===== src/rtl/alert_ping_scheduler.sv =====
// Round-robin liveness pinger for alert receivers: waits an LFSR-derived gap, requests a ping
// from the next enabled channel and flags a channel that does not answer within the timeout.
//
// state | meaning
// IDLE  | scheduler disabled, no request outstanding
// WAIT  | counting down the pseudo-random gap before the next ping
// PING  | request held on channel sel_q, timeout counter running
module alert_ping_scheduler #(
  parameter int unsigned NumAlerts = 4,
  parameter int unsigned WaitCntW  = 16,
  parameter int unsigned TimeoutW  = 16,
  parameter logic [15:0] LfsrSeed  = 16'hACE1,
  localparam int unsigned IdxW     = (NumAlerts > 1) ? $clog2(NumAlerts) : 1
) (
  input  logic                 clk_i,
  input  logic                 rst_i,
  input  logic                 en_i,
  input  logic [WaitCntW-1:0]  wait_mask_i,
  input  logic [TimeoutW-1:0]  timeout_cyc_i,
  input  logic [NumAlerts-1:0] chan_en_i,
  input  logic [NumAlerts-1:0] ping_ok_i,
  output logic [NumAlerts-1:0] ping_req_o,
  output logic                 ping_fail_o,
  output logic [IdxW-1:0]      ping_fail_idx_o,
  output logic                 busy_o
);

  localparam int NA = int'(NumAlerts);
  localparam int unsigned LoadW = (WaitCntW < 16) ? WaitCntW : 16;

  typedef enum logic [1:0] {
    ST_IDLE = 2'd0,
    ST_WAIT = 2'd1,
    ST_PING = 2'd2
  } state_e;

  state_e               state_q, state_d;
  logic [15:0]          lfsr_q, lfsr_d;
  logic [15:0]          wait_cnt_q, wait_cnt_d;
  logic [TimeoutW-1:0]  tmo_cnt_q, tmo_cnt_d;
  logic [IdxW-1:0]      rr_ptr_q, rr_ptr_d;
  logic [IdxW-1:0]      sel_q, sel_d;
  logic [NumAlerts-1:0] req_q, req_d;
  logic                 fail_q, fail_d;
  logic [IdxW-1:0]      fail_idx_q, fail_idx_d;
  logic                 busy_q, busy_d;

  logic [15:0]          lfsr_next;
  logic [15:0]          wait_load;
  logic [IdxW-1:0]      sel_next;
  logic [IdxW-1:0]      sel_inc;
  int                   cand;

  assign lfsr_next = {1'b0, lfsr_q[15:1]} ^ (lfsr_q[0] ? 16'hB400 : 16'h0000);

  // Wider wait masks only see the 16 LFSR bits; anything above is loaded as zero.
  always_comb begin
    wait_load = '0;
    wait_load[LoadW-1:0] = lfsr_q[LoadW-1:0] & wait_mask_i[LoadW-1:0];
  end

  // Lowest offset from rr_ptr wins, so iterate from the far end down.
  always_comb begin
    sel_next = rr_ptr_q;
    cand     = 0;
    for (int k = NA - 1; k >= 0; k--) begin
      cand = int'(rr_ptr_q) + k;
      if (cand >= NA) cand = cand - NA;
      if (chan_en_i[IdxW'(cand)]) sel_next = IdxW'(cand);
    end
  end

  assign sel_inc = (sel_q == IdxW'(NumAlerts - 1)) ? '0 : sel_q + IdxW'(1);

  always_comb begin
    state_d    = state_q;
    wait_cnt_d = wait_cnt_q;
    tmo_cnt_d  = tmo_cnt_q;
    rr_ptr_d   = rr_ptr_q;
    sel_d      = sel_q;
    req_d      = req_q;
    fail_d     = 1'b0;
    fail_idx_d = fail_idx_q;
    lfsr_d     = en_i ? lfsr_next : lfsr_q;

    if (!en_i) begin
      state_d = ST_IDLE;
      req_d   = '0;
    end else begin
      unique case (state_q)
        ST_IDLE: begin
          state_d    = ST_WAIT;
          wait_cnt_d = wait_load;
        end
        ST_WAIT: begin
          if (wait_cnt_q != 16'd0) begin
            wait_cnt_d = wait_cnt_q - 16'd1;
          end else if (chan_en_i == '0) begin
            wait_cnt_d = wait_load;
          end else begin
            state_d         = ST_PING;
            sel_d           = sel_next;
            tmo_cnt_d       = '0;
            req_d           = '0;
            req_d[sel_next] = 1'b1;
          end
        end
        ST_PING: begin
          if (ping_ok_i[sel_q]) begin
            state_d    = ST_WAIT;
            req_d      = '0;
            rr_ptr_d   = sel_inc;
            wait_cnt_d = wait_load;
          end else if (tmo_cnt_q >= timeout_cyc_i) begin
            state_d    = ST_WAIT;
            req_d      = '0;
            rr_ptr_d   = sel_inc;
            wait_cnt_d = wait_load;
            fail_d     = 1'b1;
            fail_idx_d = sel_q;
          end else if (tmo_cnt_q != {TimeoutW{1'b1}}) begin
            tmo_cnt_d = tmo_cnt_q + TimeoutW'(1);
          end
        end
        default: begin
          state_d = ST_IDLE;
          req_d   = '0;
        end
      endcase
    end

    busy_d = (state_d != ST_IDLE);
  end

  always_ff @(posedge clk_i or posedge rst_i) begin
    if (rst_i) begin
      state_q    <= ST_IDLE;
      lfsr_q     <= LfsrSeed;
      wait_cnt_q <= '0;
      tmo_cnt_q  <= '0;
      rr_ptr_q   <= '0;
      sel_q      <= '0;
      req_q      <= '0;
      fail_q     <= 1'b0;
      fail_idx_q <= '0;
      busy_q     <= 1'b0;
    end else begin
      state_q    <= state_d;
      lfsr_q     <= lfsr_d;
      wait_cnt_q <= wait_cnt_d;
      tmo_cnt_q  <= tmo_cnt_d;
      rr_ptr_q   <= rr_ptr_d;
      sel_q      <= sel_d;
      req_q      <= req_d;
      fail_q     <= fail_d;
      fail_idx_q <= fail_idx_d;
      busy_q     <= busy_d;
    end
  end

  assign ping_req_o      = req_q;
  assign ping_fail_o     = fail_q;
  assign ping_fail_idx_o = fail_idx_q;
  assign busy_o          = busy_q;

endmodule


===== config.mk =====
export PLATFORM = sky130hd
export DESIGN_NAME = alert_ping_scheduler
export DESIGN_NICKNAME = d
export VERILOG_FILES = /design/src/rtl/alert_ping_scheduler.sv
export SDC_FILE = /design/constraint.sdc
export NUM_CORES = 1
export LEC_CHECK = 0
export CAP_MARGIN = 5
export CORE_ASPECT_RATIO = 1.4
export CORE_MARGIN = 2
export CORE_UTILIZATION = 55
export DETAILED_ROUTE_END_ITERATION = 8
export GPL_TIMING_DRIVEN = 0
export PLACE_DENSITY = 0.92
export REMOVE_ABC_BUFFERS = 1
export SLEW_MARGIN = 30
export SYNTH_ARGS = -nofsm -noshare
export SYNTH_HDL_FRONTEND = slang
export SYNTH_SLANG_ARGS = --single-unit

===== constraint.sdc =====
create_clock -name clk_i -period 3.12 [get_ports clk_i]
set_input_delay 0.936 -clock clk_i [delete_from_list [all_inputs] [get_ports clk_i]]
set_output_delay 0.936 -clock clk_i [all_outputs]
set_load 0.01 [all_outputs]

==> results of run 1 <==
[per-layer routing]
| layer | vias to the layer above | global-route usage, % |
|---|---|---|
| li1 | 1645 | - |
| met1 | 1759 | 31.31 |
| met2 | 251 | 48.70 |
| met3 | 64 | 5.325 |
| met4 | 0 | 14.55 |
| met5 | - | 0 |
[area by class of cell]
type | count | area [um2] | area share (%)
clock inverter | 6 | 62.56 | 1.273
tap | 92 | 115.1 | 2.343
timing repair inverter | 1 | 5.005 | 0.1019
sequential | 62 | 1562 | 31.78
inverter | 28 | 112.6 | 2.292
timing repair buffer | 67 | 684.4 | 13.93
multi-input combinational | 304 | 2245 | 45.68
clock buffer | 10 | 127.6 | 2.597
[flip-flops by register name (all words and copies together) (netlist names)]
name             cells
rr_ptr_q             2
lfsr_q              16
tmo_cnt_q           16
ping_fail_o          1
busy_o               1
state_q              2
ping_fail_idx_o      2
ping_req_o           4
wait_cnt_q          16
sel_q                2
[placed cells by master, fill, tap and decap left out, drive strengths merged, types with 8 or more instances in the layout]
cell / Yosys / routed
and3: 8 / 8
dfstp: 8 / 8
ha: 19 / 19
nand2: 36 / 36
or4: 10 / 10
a31oi: 10 / 10
mux2i: 9 / 9
dfrtp: 54 / 54
nand4: 9 / 9
nor2: 32 / 32
a21oi: 31 / 31
mux2: 17 / 17
clkbuf: 10 / 10
buf: 4 / 18
o21ai: 14 / 15
nor3: 16 / 16
nand3: 14 / 14
inv: 28 / 27
clkdlybuf4s50: 0 / 43
[path summary, 6_finish.rpt]
| path | startpoint | endpoint | depth (start not counted) | slack, ns |
|---|---|---|---|---|
| min reg2reg | lfsr_q[13] | lfsr_q[13] | 2 | 0.50 |
| min in group asynchronous | rst_i | tmo_cnt_q[15] | 2 | 0.86 |
| max | ping_ok_i[2] | tmo_cnt_q[6] | 8 | 0.004 |
| max reg2reg | wait_cnt_q[10] | tmo_cnt_q[10] | 6 | 0.35 |
| max in group asynchronous | rst_i | lfsr_q[11] | 3 | 1.71 |
| min | lfsr_q[13] | lfsr_q[13] | 2 | 0.50 |
[power groups by stage]
stage | logic [W] | registers [W] | clock network, W
final | 0.000578 | 0.00122 | 0.000699
after global routing | 0.000636 | 0.00123 | 0.000731
after CTS | 0.000549 | 0.00120 | 0.000701
after detailed placement | 0.000529 | 0.00121 | 0
after global placement | 0.000490 | 0.00119 | 0
after floorplan | 0.000384 | 0.00115 | 0
[per-stage QoR]
| step | TNS [ns] | std cells | power [W] |
|---|---|---|---|
| finish | 0 | 570 | 0.002494 |
| global placement | -52.36 | 535 | 0.001684 |
| CTS | 0 | 564 | 0.002454 |
| detailed placement | -34.22 | 536 | 0.001741 |
| floorplan | -0.3712 | 393 | 0.001537 |
| global route | -0.01513 | 570 | 0.002601 |
[worst max-delay path: stages]
cell and delay (ns):
clkdlybuf4s50_1 0.43, mux4_2 0.50, nand3b_1 0.35, inv_1 0.21
nand4_1 0.20, buf_6 0.19, or4_1 0.50, nand2_1 0.09
[repair_timing]
action	4_1_cts	5_1_grt
setup buffers	12	3
gates cloned	0	3
setup endpoints to repair	40	30
pin swaps	12	14
resized for setup	21	27
[logic make-up (layout without fill, tap and decap cells)]
kind of cell    Yosys count  after routing  synth area share (%)
buf+inv                  42            112                 4.655
fa+ha+maj                19             19                 6.273
xor+xnor                  3              3                0.6934
flops                    62             62                 41.20
mux                      27             27                 8.022
compound gates          102            103                 18.22
simple gates            152            152                 20.93
==> results by group, run 1 <==
STA
  – Final setup margin: 0.004176 ns
  – Worst-margin pin slew: 0.7552 ns
  – Max_slew headroom: 49.47%
  – Post-layout min period: slightly above 3 ns
  – Slew Limit Fails: 0
  – Min Hold Slack: 0.5040 ns
  – Layout Skew: 0.006105 ns
  – Period utilisation layout: 99.87%
  – Final Setup Violations: 0
  – Final hold vios: 0
  – FMAX: roughly 320 MHz

Drt
  – Top layer in use: met4
  – Iteration-0 DRC Markers: approximately 380
  – Pre-antenna DRT Iters: 6
  – Antenna viol nets, final: 0
  – Final WL: 10860 um
  – Met3 Wirelength: 849 um
  – Vias per inst: roughly 6.5
  – DRC Markers: 0
  – Routed via count: 3719
  – DR WL/cell: 19.05 um
  – M1 wire length: 3778 um
  – DR WL met2: 5698 um

Synth
  – Synth top area share: 35.66%
  – Mapped Cells: about 410
  – Post-synth top flop: dfrtp_1
  – Share of flip-flops with an asynchronous set or reset: 100.0%
  – Synth unique cells: 60
  – Top post-synthesis cells by area: dfrtp_1 36%, ha_1 6.3%, dfstp_2 5.5%
  – #FFs+latches synth: 62
  – Seq/Total Area, Yosys: 41.20%
  – Mapped cell area: 3790 um2
  – Post-synth EDFFs: 0
  – Synth top cells by count: 54 x dfrtp_1, 36 x nand2_1, 31 x a21oi_1, 31 x nor2_1, 27 x inv_1
  – Area leader, netlist: dfrtp_1
  – Synthesis Warnings: 0
  – Avg Inst Size Synth: 9.312 um2
  – Cell with the most instances after synthesis: dfrtp_1

Clock tree
  – CTS Hold Bufs: 0
  – Root buffer selected by CTS: clkbuf_8
  – Worst-Skew Late Latency: roughly 0.35 ns
  – Max H-tree Level: 3
  – Clock transition at path regs: 0.07 ns
  – Clk buf depth: 2
  – Cts bufs inserted: 9
  – Clock sinks: 62
  – CTS tree: built

Cells and area
  – N_diodes: 0
  – Layout Utilization: 74.30%
  – Nets: 535
  – Share of cells above drive strength 1: 19.87%
  – Fillcell total: 452
  – Syn-to-layout area delta: 29.65%
  – Finished Cell Area: 4913 um2

Critical path
  – Worst setup SP type: input port
  – Crit Path Category: in -> reg
  – Critical Path End Type: register
  – WP data arrival: between 3 and 4 ns
  – Worst EP required: 3.41 ns
  – Worst Path Max Fanout: 5

Floorplanning
  – Die Wd: 74.16 um
  – Num rows: 35
  – Placeable Area: 6613 um2
  – Ports: 51
  – Die H: 102.2 um
  – Die area: 7580 um2
  – Starting Density: 57.31%

Global route
  – Global-route wire length before repair: 16110 um
  – Total track usage: 27.72%
  – Vias in the first global route: 3673
  – Antenna violations before repair: 0
  – Largest net degree at the start of global routing: between 50 and 60
  – Total gr overflow: 0

Flow run
  – Max-Cap Viols: 0

Power and ir drop
  – Seq pwr share: between 40% and 50%
  – Max VDD drop: about 0.5 mV
  – Comb pwr share: 23.2%
  – PD cells: between 500 and 600 nW/um2
  – LEAKAGE: ~2.2 nW
  – Switching Share: 32.41%
  – Switching Power: 0.0008083 W
  – Part of the power in the clock network: 28.0%
  – Power Internal: about 0.0017 W

Outcome
  – Status: finished, final reports clean

Placement
  – # port buffers: 50
  – Gpl congestion: 0.8406
  – Placed Instance Area: between 4000 and 5000 um2
  – Post-Place Setup Slack: -1.120 ns
  – Dpl hpwl: between 6000 and 7000 um

Worst hold path
  – Min-Delay Path Class: reg -> reg
(Power assumes the default switching activity.)
==> inputs of run 2 (changes only) <==
--- a/config.mk
+++ b/config.mk
@@ -9,11 +9,11 @@
 export CORE_ASPECT_RATIO = 1.4
 export CORE_MARGIN = 2
 export CORE_UTILIZATION = 55
+export CTS_CLUSTER_DIAMETER = 120
 export DETAILED_ROUTE_END_ITERATION = 8
 export GPL_TIMING_DRIVEN = 0
 export PLACE_DENSITY = 0.92
 export REMOVE_ABC_BUFFERS = 1
-export SLEW_MARGIN = 30
 export SYNTH_ARGS = -nofsm -noshare
 export SYNTH_HDL_FRONTEND = slang
 export SYNTH_SLANG_ARGS = --single-unit
==> results by group, run 2 (synthesized netlist as in run 1, its figures left out) <==
Floorplanning
  – Die Wd: 74.16 um (unchanged)
  – Placeable Area: 6613 um2 (unchanged)
  – Starting Density: 57.31% (unchanged)
  – Num rows: 35 (unchanged)
  – Die area: 7580 um2 (unchanged)
  – Die H: 102.2 um (unchanged)
  – Ports: 51 (unchanged)

Clock tree
  – CTS tree: built
  – Cts bufs inserted: 9 (unchanged)
  – Max H-tree Level: 3 (unchanged)
  – Worst-Skew Late Latency: 0.36 ns (about the same)
  – CTS Hold Bufs: 0 (unchanged)
  – Clk buf depth: 2 (unchanged)
  – Clock transition at path regs: 0.07 ns (about the same)
  – Clock sinks: 62 (unchanged)
  – Root buffer selected by CTS: clkbuf_8

Drt
  – Pre-antenna DRT Iters: 5 (-1)
  – Antenna viol nets, final: 0 (unchanged)
  – DR WL/cell: 18.52 um (-2.8%)
  – Iteration-0 DRC Markers: 496 (+31%)
  – Vias per inst: 6.363 (-2.5%)
  – Final WL: 10650 um (-1.9%)
  – DRC Markers: 0 (unchanged)
  – Routed via count: 3659 (-1.6%)

Power and ir drop
  – Max VDD drop: 0.4651 mV (-9.6%)
  – LEAKAGE: 2.228 nW (+2.8%)
  – PD cells: 515.0 nW/um2 (+1.5%)

Global route
  – Antenna violations before repair: 0 (unchanged)
  – Vias in the first global route: 3601 (-2.0%)
  – Global-route wire length before repair: 16040 um (-0.47%)
  – Total track usage: 27.88% (+0.16 points)
  – Largest net degree at the start of global routing: 44 (-14%)
  – Total gr overflow: 0 (unchanged)

STA
  – Final Setup Violations: 1 (+1)
  – Slew Limit Fails: 0 (unchanged)
  – Post-layout min period: 3.145 ns (+0.02895 ns)
  – Min Hold Slack: 0.5051 ns (+0.001104 ns)
  – FMAX: 318.0 MHz (-0.92%)
  – Layout Skew: 0.01084 ns (+0.004738 ns)
  – Worst-margin pin slew: 0.9877 ns (+0.2325 ns)
  – Final setup margin: -0.02478 ns (-0.02895 ns)
  – Setup TNS Final: -0.02478 ns (-0.02478 ns)
  – Final hold vios: 0 (unchanged)
  – Period utilisation layout: 100.8% (+0.93 points)
  – Max_slew headroom: 34.15% (-15 points)

Cells and area
  – Nets: 540 (+0.93%)
  – Fillcell total: 415 (-8.2%)
  – Layout Utilization: 75.72% (+1.4 points)
  – Most frequent cells in the layout: 54 x dfrtp_1, 41 x clkdlybuf4s50_1, 36 x nand2_1, 30 x nor2_1, 29 x a21oi_1
  – Largest regs: lfsr_q x16, tmo_cnt_q x16, wait_cnt_q x16
  – Syn-to-layout area delta: 32.12%
  – Commonest non-fill, non-tap cell in the layout: dfrtp_1
  – N_diodes: 0 (unchanged)
  – Share of cells above drive strength 1: 22.15% (+2.3 points)
  – Post-Layout Cell Count: 575 (+0.88%)

Worst hold path
  – Min-Delay Path Class: reg -> reg

Critical path
  – Critical Path End Type: register
  – Worst setup SP type: input port
  – WP data arrival: 3.44 ns (+0.04 ns)
  – Worst Path Max Fanout: 8 (+3)
  – Worst EP required: 3.42 ns (about the same)
  – Crit Path Category: in -> reg

Outcome
  – Status: finished, violations left
  – Violated checks: setup timing

Placement
  – Dpl hpwl: 6749 um (+0.38%)
  – # port buffers: 50 (unchanged)
  – Post-Place Setup Slack: -1.101 ns (+0.01922 ns)
  – DP Cell Count: 536 (unchanged)
  – Gpl congestion: 0.8406 (unchanged)

Flow run
  – Max-Cap Viols: 0 (unchanged)
[run 2: critical path, cell delays in order]
cell             delay [ns]
clkdlybuf4s50_1        0.46
ha_1                   0.23
nand2b_4               0.15
a2111oi_4              0.32
or4_4                  0.23
buf_6                  0.11
nand4_1                0.11
buf_6                  0.18
buf_4                  0.13
or4_4                  0.51
nand2_1                0.08
[run 2: path summary, 6_finish.rpt]
kind / slack, ns / startpoint / cells after the start / end
min reg2reg: 0.51 / ping_req_o[1] / 1 / ping_req_o[1]
min: 0.51 / ping_req_o[1] / 1 / ping_req_o[1]
max reg2reg: 0.33 / wait_cnt_q[10] / 6 / tmo_cnt_q[10]
max in group asynchronous: 1.55 / rst_i / 3 / lfsr_q[13]
max: -0.02 / timeout_cyc_i[0] / 11 / tmo_cnt_q[8]
min in group asynchronous: 0.91 / rst_i / 2 / tmo_cnt_q[15]
[run 2: layout make-up]
cell class | instances | area [um2] | area share, %
tap | 92 | 115.1 | 2.299
sequential | 62 | 1562 | 31.18
inverter | 28 | 107.6 | 2.149
clock buffer | 10 | 127.6 | 2.549
clock inverter | 6 | 86.33 | 1.724
timing repair buffer | 74 | 739.5 | 14.77
multi-input combinational | 303 | 2270 | 45.33
[run 2: what timing repair did]
action,CTS,global route
gates resized for setup,15,40
endpoints found under the setup margin,38,38
cloned,0,0
pin swaps,6,18
setup buffers,11,12
[run 2: report_power, final]
group	switching [W]	internal (W)	total [W]
Sequential	0.000190	0.00101	0.00120
Combinational	0.000274	0.000309	0.000583
Clock	0.000342	0.000448	0.000791
[run 2: per-stage QoR]
step / total power [W] / area, um2
6_report: 0.002579 / 5007
5_1_grt: 0.002697 / 5007
4_1_cts: 0.002526 / 4718
3_5_place_dp: 0.001738 / 4354
3_3_place_gp: 0.001684 / 4334
2_1_floorplan: 0.001537 / 3719
[run 2: metal layers]
layer	global-route usage [%]	vias to the layer above	wire, um
li1	-	1661	-
met1	30.72	1748	3834
met2	49.86	200	5734
met3	6.114	50	635
met4	13.43	0	444
met5	0	-	0
